--- src/rtl/gpio_in_sync_irq.sv ---
// GPIO input path: two-flop synchronizer, optional per-pin debounce,
// edge detection and sticky per-pin interrupt status with a masked IRQ.
module gpio_in_sync_irq #(
  parameter int unsigned DATA_WIDTH = 16,
  parameter int unsigned DEB_DIV    = 8
) (
  input  logic                  pclk,
  input  logic                  p_reset,
  input  logic [DATA_WIDTH-1:0] gpio_pin_in,
  input  logic [DATA_WIDTH-1:0] n_gpio_pin_oe,
  input  logic [DATA_WIDTH-1:0] deb_en,
  input  logic [DATA_WIDTH-1:0] irq_rise,
  input  logic [DATA_WIDTH-1:0] irq_fall,
  input  logic [DATA_WIDTH-1:0] irq_en,
  input  logic [DATA_WIDTH-1:0] irq_clr,
  output logic [DATA_WIDTH-1:0] gpio_in_val,
  output logic [DATA_WIDTH-1:0] irq_status,
  output logic                  gpio_irq
);

  localparam int unsigned    CNT_W   = (DEB_DIV > 2) ? $clog2(DEB_DIV) : 1;
  localparam logic [CNT_W-1:0] CNT_MAX = CNT_W'(DEB_DIV - 1);

  logic [DATA_WIDTH-1:0] sync1_q, sync2_q;
  logic [DATA_WIDTH-1:0] samp_q, samp_d;
  logic [DATA_WIDTH-1:0] val_q, val_d;
  logic [DATA_WIDTH-1:0] prev_q;
  logic [DATA_WIDTH-1:0] status_q, status_d;
  logic [DATA_WIDTH-1:0] rise, fall, set_evt;
  logic [CNT_W-1:0]      cnt_q, cnt_d;
  logic                  tick;

  // Debounce sample-period counter, wraps at DEB_DIV-1
  always_comb begin
    tick  = (cnt_q == CNT_MAX);
    cnt_d = tick ? '0 : cnt_q + 1'b1;
  end

  // Per-pin debounce filter and edge/status next-state logic
  always_comb begin
    samp_d = tick ? sync2_q : samp_q;
    val_d  = val_q;
    for (int unsigned i = 0; i < DATA_WIDTH; i++) begin
      if (!deb_en[i]) begin
        val_d[i] = sync2_q[i];
      end else if (tick && (sync2_q[i] == samp_q[i])) begin
        val_d[i] = sync2_q[i];
      end
    end
    rise     = val_q & ~prev_q;
    fall     = ~val_q & prev_q;
    set_evt  = ((rise & irq_rise) | (fall & irq_fall)) & n_gpio_pin_oe;
    // Set has priority over a simultaneous clear
    status_d = (status_q & ~irq_clr) | set_evt;
  end

  // State registers with synchronous reset
  always_ff @(posedge pclk) begin
    if (p_reset) begin
      sync1_q  <= '0;
      sync2_q  <= '0;
      samp_q   <= '0;
      val_q    <= '0;
      prev_q   <= '0;
      status_q <= '0;
      cnt_q    <= '0;
    end else begin
      sync1_q  <= gpio_pin_in;
      sync2_q  <= sync1_q;
      samp_q   <= samp_d;
      val_q    <= val_d;
      prev_q   <= val_q;
      status_q <= status_d;
      cnt_q    <= cnt_d;
    end
  end

  assign gpio_in_val = val_q;
  assign irq_status  = status_q;
  assign gpio_irq    = |(status_q & irq_en);

endmodule

--- config.mk ---
export PLATFORM = sky130hd
export DESIGN_NAME = gpio_in_sync_irq
export DESIGN_NICKNAME = d
export VERILOG_FILES = /design/src/rtl/gpio_in_sync_irq.sv
export SDC_FILE = /design/constraint.sdc
export NUM_CORES = 1
export LEC_CHECK = 0
export CAP_MARGIN = 15
export CORE_ASPECT_RATIO = 2
export CORE_MARGIN = 2
export CORE_UTILIZATION = 47
export CTS_CLUSTER_DIAMETER = 80
export CTS_CLUSTER_SIZE = 8
export DETAILED_ROUTE_END_ITERATION = 6
export PLACE_DENSITY_LB_ADDON = 0.05
export SLEW_MARGIN = 20
export SYNTH_ARGS = -nofsm -noshare
export SYNTH_HDL_FRONTEND = slang
export SYNTH_SLANG_ARGS = --single-unit
--- constraint.sdc ---
create_clock -name pclk -period 3.75 [get_ports pclk]
set_clock_uncertainty 0.1 [all_clocks]
set_input_delay 0.75 -clock pclk [delete_from_list [all_inputs] [get_ports pclk]]
set_output_delay 0.75 -clock pclk [all_outputs]
set_load 0.05 [all_outputs]
==> metrics.md <==
| Metric | Value |
|---|---|
| Worst skew pair latency | `0.33 ns` |
| Layout cells sized above 1 | `3.20%` |
| Min-Delay Path Class | `reg -> reg` |
| Endpoint type of the worst setup path | `output pin` |
| Post-CTS Resized | `0` |
| Initial antenna violation count | `0` |
| Flop-to-flop setup slack | `1.94 ns` |
| Slew HR | `35.1%` |
| Hold path cells | `1` |
| Final global-route overflow total | `0` |
| Die area | `~0.009 sq mm` |
| Syn Std Cell Area | `between 0.003 and 0.004 sq mm` |
| CTS tree | `yes` |
| First-pass GRT wire length | `14200 microns` |
| Worst Path Arrival | `2.62 ns` |
| HPWL after detailed placement | `6720 microns` |
| Max incr delay on CP | `0.74 ns` |
| Mean number of vias per cell | `between 5 and 6` |
| CTS Sinks | `99` |
| Initial Util | `48.4%` |
| FF-to-FF path depth | `5` |
| Vias in the first global route | `3040` |
| Pwr Total | `about 2.4 mW` |
| Worst-path clk slew | `0.06 ns` |
| Largest net degree at the start of global routing | `100` |
| Post-Syn Instances | `385` |
| Post-synth top area share | `51.9%` |
| Clk buf depth | `2` |
| Setup TNS | `0 ns` |
| Hold-fix buffers, CTS | `0` |
| Register area share after synthesis | `51.9%` |
| Ranking of synthesized cells by area | `dfxtp_1, nor2b_1, and3b_1` |
| Setup bufs post-CTS | `0` |
| Asr flop ratio synth | `0%` |
| Max Cap Viol | `0` |
| Post-route DRC | `0` |
| Worst path buffer plus inverter count | `2` |
| Row count | `between 40 and 50` |
| Lkg Pwr | `2.16 nW` |
| Warnings from Yosys | `0` |
| Syn Nets | `501` |
| Req. time, crit path | `slightly below 3 ns` |
| Post-DRT Antenna Nets | `0` |
| Reg area | `slightly below 0.002 sq mm` |
| Most common cell in the netlist | `dfxtp_1` |
| Synth area leader | `dfxtp_1` |
| Pins Over Slew Limit | `0` |
| Min cycle time layout | `about 3.5 ns` |
| Crit Path Category | `in -> out` |
| Reg2reg end | `gpio_in_val[4]` |
| ANT cells | `0` |
| Crit-path cells | `clkdlybuf4s50_1 > a22o_1 > a221oi_1 > nand4_1 > clkdlybuf4s50_1` |
| Core area | `0.00789 sq mm` |
| Unrepaired setup endpoints after global routing | `false` |
| Post-synth cell types | `24` |
| Area taken by multi-input logic gates | `0.00175 sq mm` |
| Worst r2r src | `cnt_q[0]` |
| DRT iter0 DRCs | `75` |
| EDFF count, synth | `0` |
| Top_reg_cell synth | `dfxtp_1` |
| H-tree Lvls | `3` |
| Die Y | `between 100 and 150 microns` |
| Placer Congestion | `0.736` |
| Total track usage | `between 20% and 30%` |
| FILL cells | `616` |
| Synth cell count leaders | `dfxtp_1, nor2b_1, and3b_1` |
| Final design utilization | `between 70% and 80%` |
| Fin crit share | `92.5%` |
| Fmax | `slightly below 0.3 GHz` |
| Post-synthesis average cell area | `9.91 sq um` |
| Peak supply drop | `0.369 mV` |
| Synth Register Bits | `99` |
| IO Port Bufs | `~150` |
| Critical path peak fanout | `1` |
| Hold Vio Cnt, Final | `0` |
| Io pins | `147` |
| Hold_sp | `sync1_q[3]` |
| CP dominant cell by count | `clkdlybuf4s50_1` |
| Vias | `3175` |
| Setup-failing EPs final | `0` |
| Die X | `67.7 microns` |
| First drt pass iteration count | `4` |
| Pwr Density | `around 420 mW/mm^2` |
| Final WL | `9160 microns` |
| Worst slew pin tran | `around 1 ns` |
| Status | `finished clean` |
| Area Overhead vs Synth | `47.7%` |
| WP depth | `5` |
| Cts bufs inserted | `9` |
| Clock root buffer | `clkbuf_16` |
| WL/cell | `14.6 microns` |
| Final net count | `around 640` |
| Cell family with most CP delay | `buffers and inverters` |
| Slowest CP cell | `clkdlybuf4s50_1` |
| Type of origin of the critical path | `primary input` |
| Worst Hold End | `sync2_q[3]` |
==> how the worst max path moves through the flow <==
| stage | startpoint | to | slack, ns |
|---|---|---|---|
| 2_1_floorplan | irq_en[1] | gpio_irq | 1.23 |
| 3_3_place_gp | irq_en[5] | gpio_irq | 0.24 |
| 3_5_place_dp | irq_en[5] | gpio_irq | 0.24 |
| 4_1_cts | irq_en[5] | gpio_irq | 0.24 |
| 5_1_grt | irq_en[5] | gpio_irq | 0.17 |
| 6_report | irq_en[5] | gpio_irq | 0.28 |
==> state kept, by name, summed over array words and instances (netlist names) <==
| register | cells |
|---|---|
| gpio_in_val | 16 |
| irq_status | 16 |
| prev_q | 16 |
| samp_q | 16 |
| cnt_q | 3 |
| sync1_q | 16 |
| sync2_q | 16 |
==> cell families after synthesis <==
group,count (synthesis),share of synthesized area [%]
and+or+nand+nor,162,26.7
adders and majority gates,2,0.656
buffers and inverters,18,2.59
AOI/OAI and AO/OA,88,14.0
DFF,99,51.9
muxes,16,4.20
==> report_power, final <==
group | internal, mW | switching [mW] | leakage, nW | total (mW)
sequential | 1.09 | 0.0282 | 0.810 | 1.12
combinational | 0.176 | 0.123 | 1.20 | 0.299
clock | 0.585 | 0.379 | 0.153 | 0.964
total | 1.85 | 0.530 | 2.16 | 2.38
==> worst register-to-register path, stage by stage (launching register included) <==
cell	delay (ns)
dfxtp_1	0.34
ha_1	0.19
ha_4	0.56
nor2b_1	0.11
o21ai_0	0.24
a21oi_1	0.11
==> layer usage <==
metal / share of wire [%] / GRT usage (%)
met1: 38 / 23.4
met5: 0 / 0
met2: 51 / 35.6
met3: 9.3 / 6.93
met4: 1.9 / 7.94
==> per-stage QoR <==
stage	hold WS [ns]	std cells	instance area, sq um	worst slack [ns]
2_1_floorplan	0.304	385	3820	1.23
3_3_place_gp	0.314	611	5310	0.238
3_5_place_dp	0.323	611	5310	0.239
4_1_cts	0.336	627	5630	0.241
5_1_grt	0.347	627	5640	0.167
6_report	0.334	627	5640	0.280
==> placed cells by master (no fill, tap or decap), drive strengths merged, types with 4 or more instances in the layout <==
master / count
clkdlybuf4s50: 145
dfxtp: 99
nor2b: 62
and3b: 32
o21ai: 32
nand2b: 30
a21oi: 30
a22o: 20
mux2i: 16
nor2: 16
nand2: 16
clkbuf: 10
a221oi: 4
==> final cells by class <==
cell class	instances	area share, %
clock buffers	10	4.06
clock inverters	6	1.60
inverters	2	0.133
multi-input cells	268	31.0
flip-flops and latches	99	35.2
well taps	96	2.13
repair buffers	146	25.9
(Power assumes the default switching activity.)
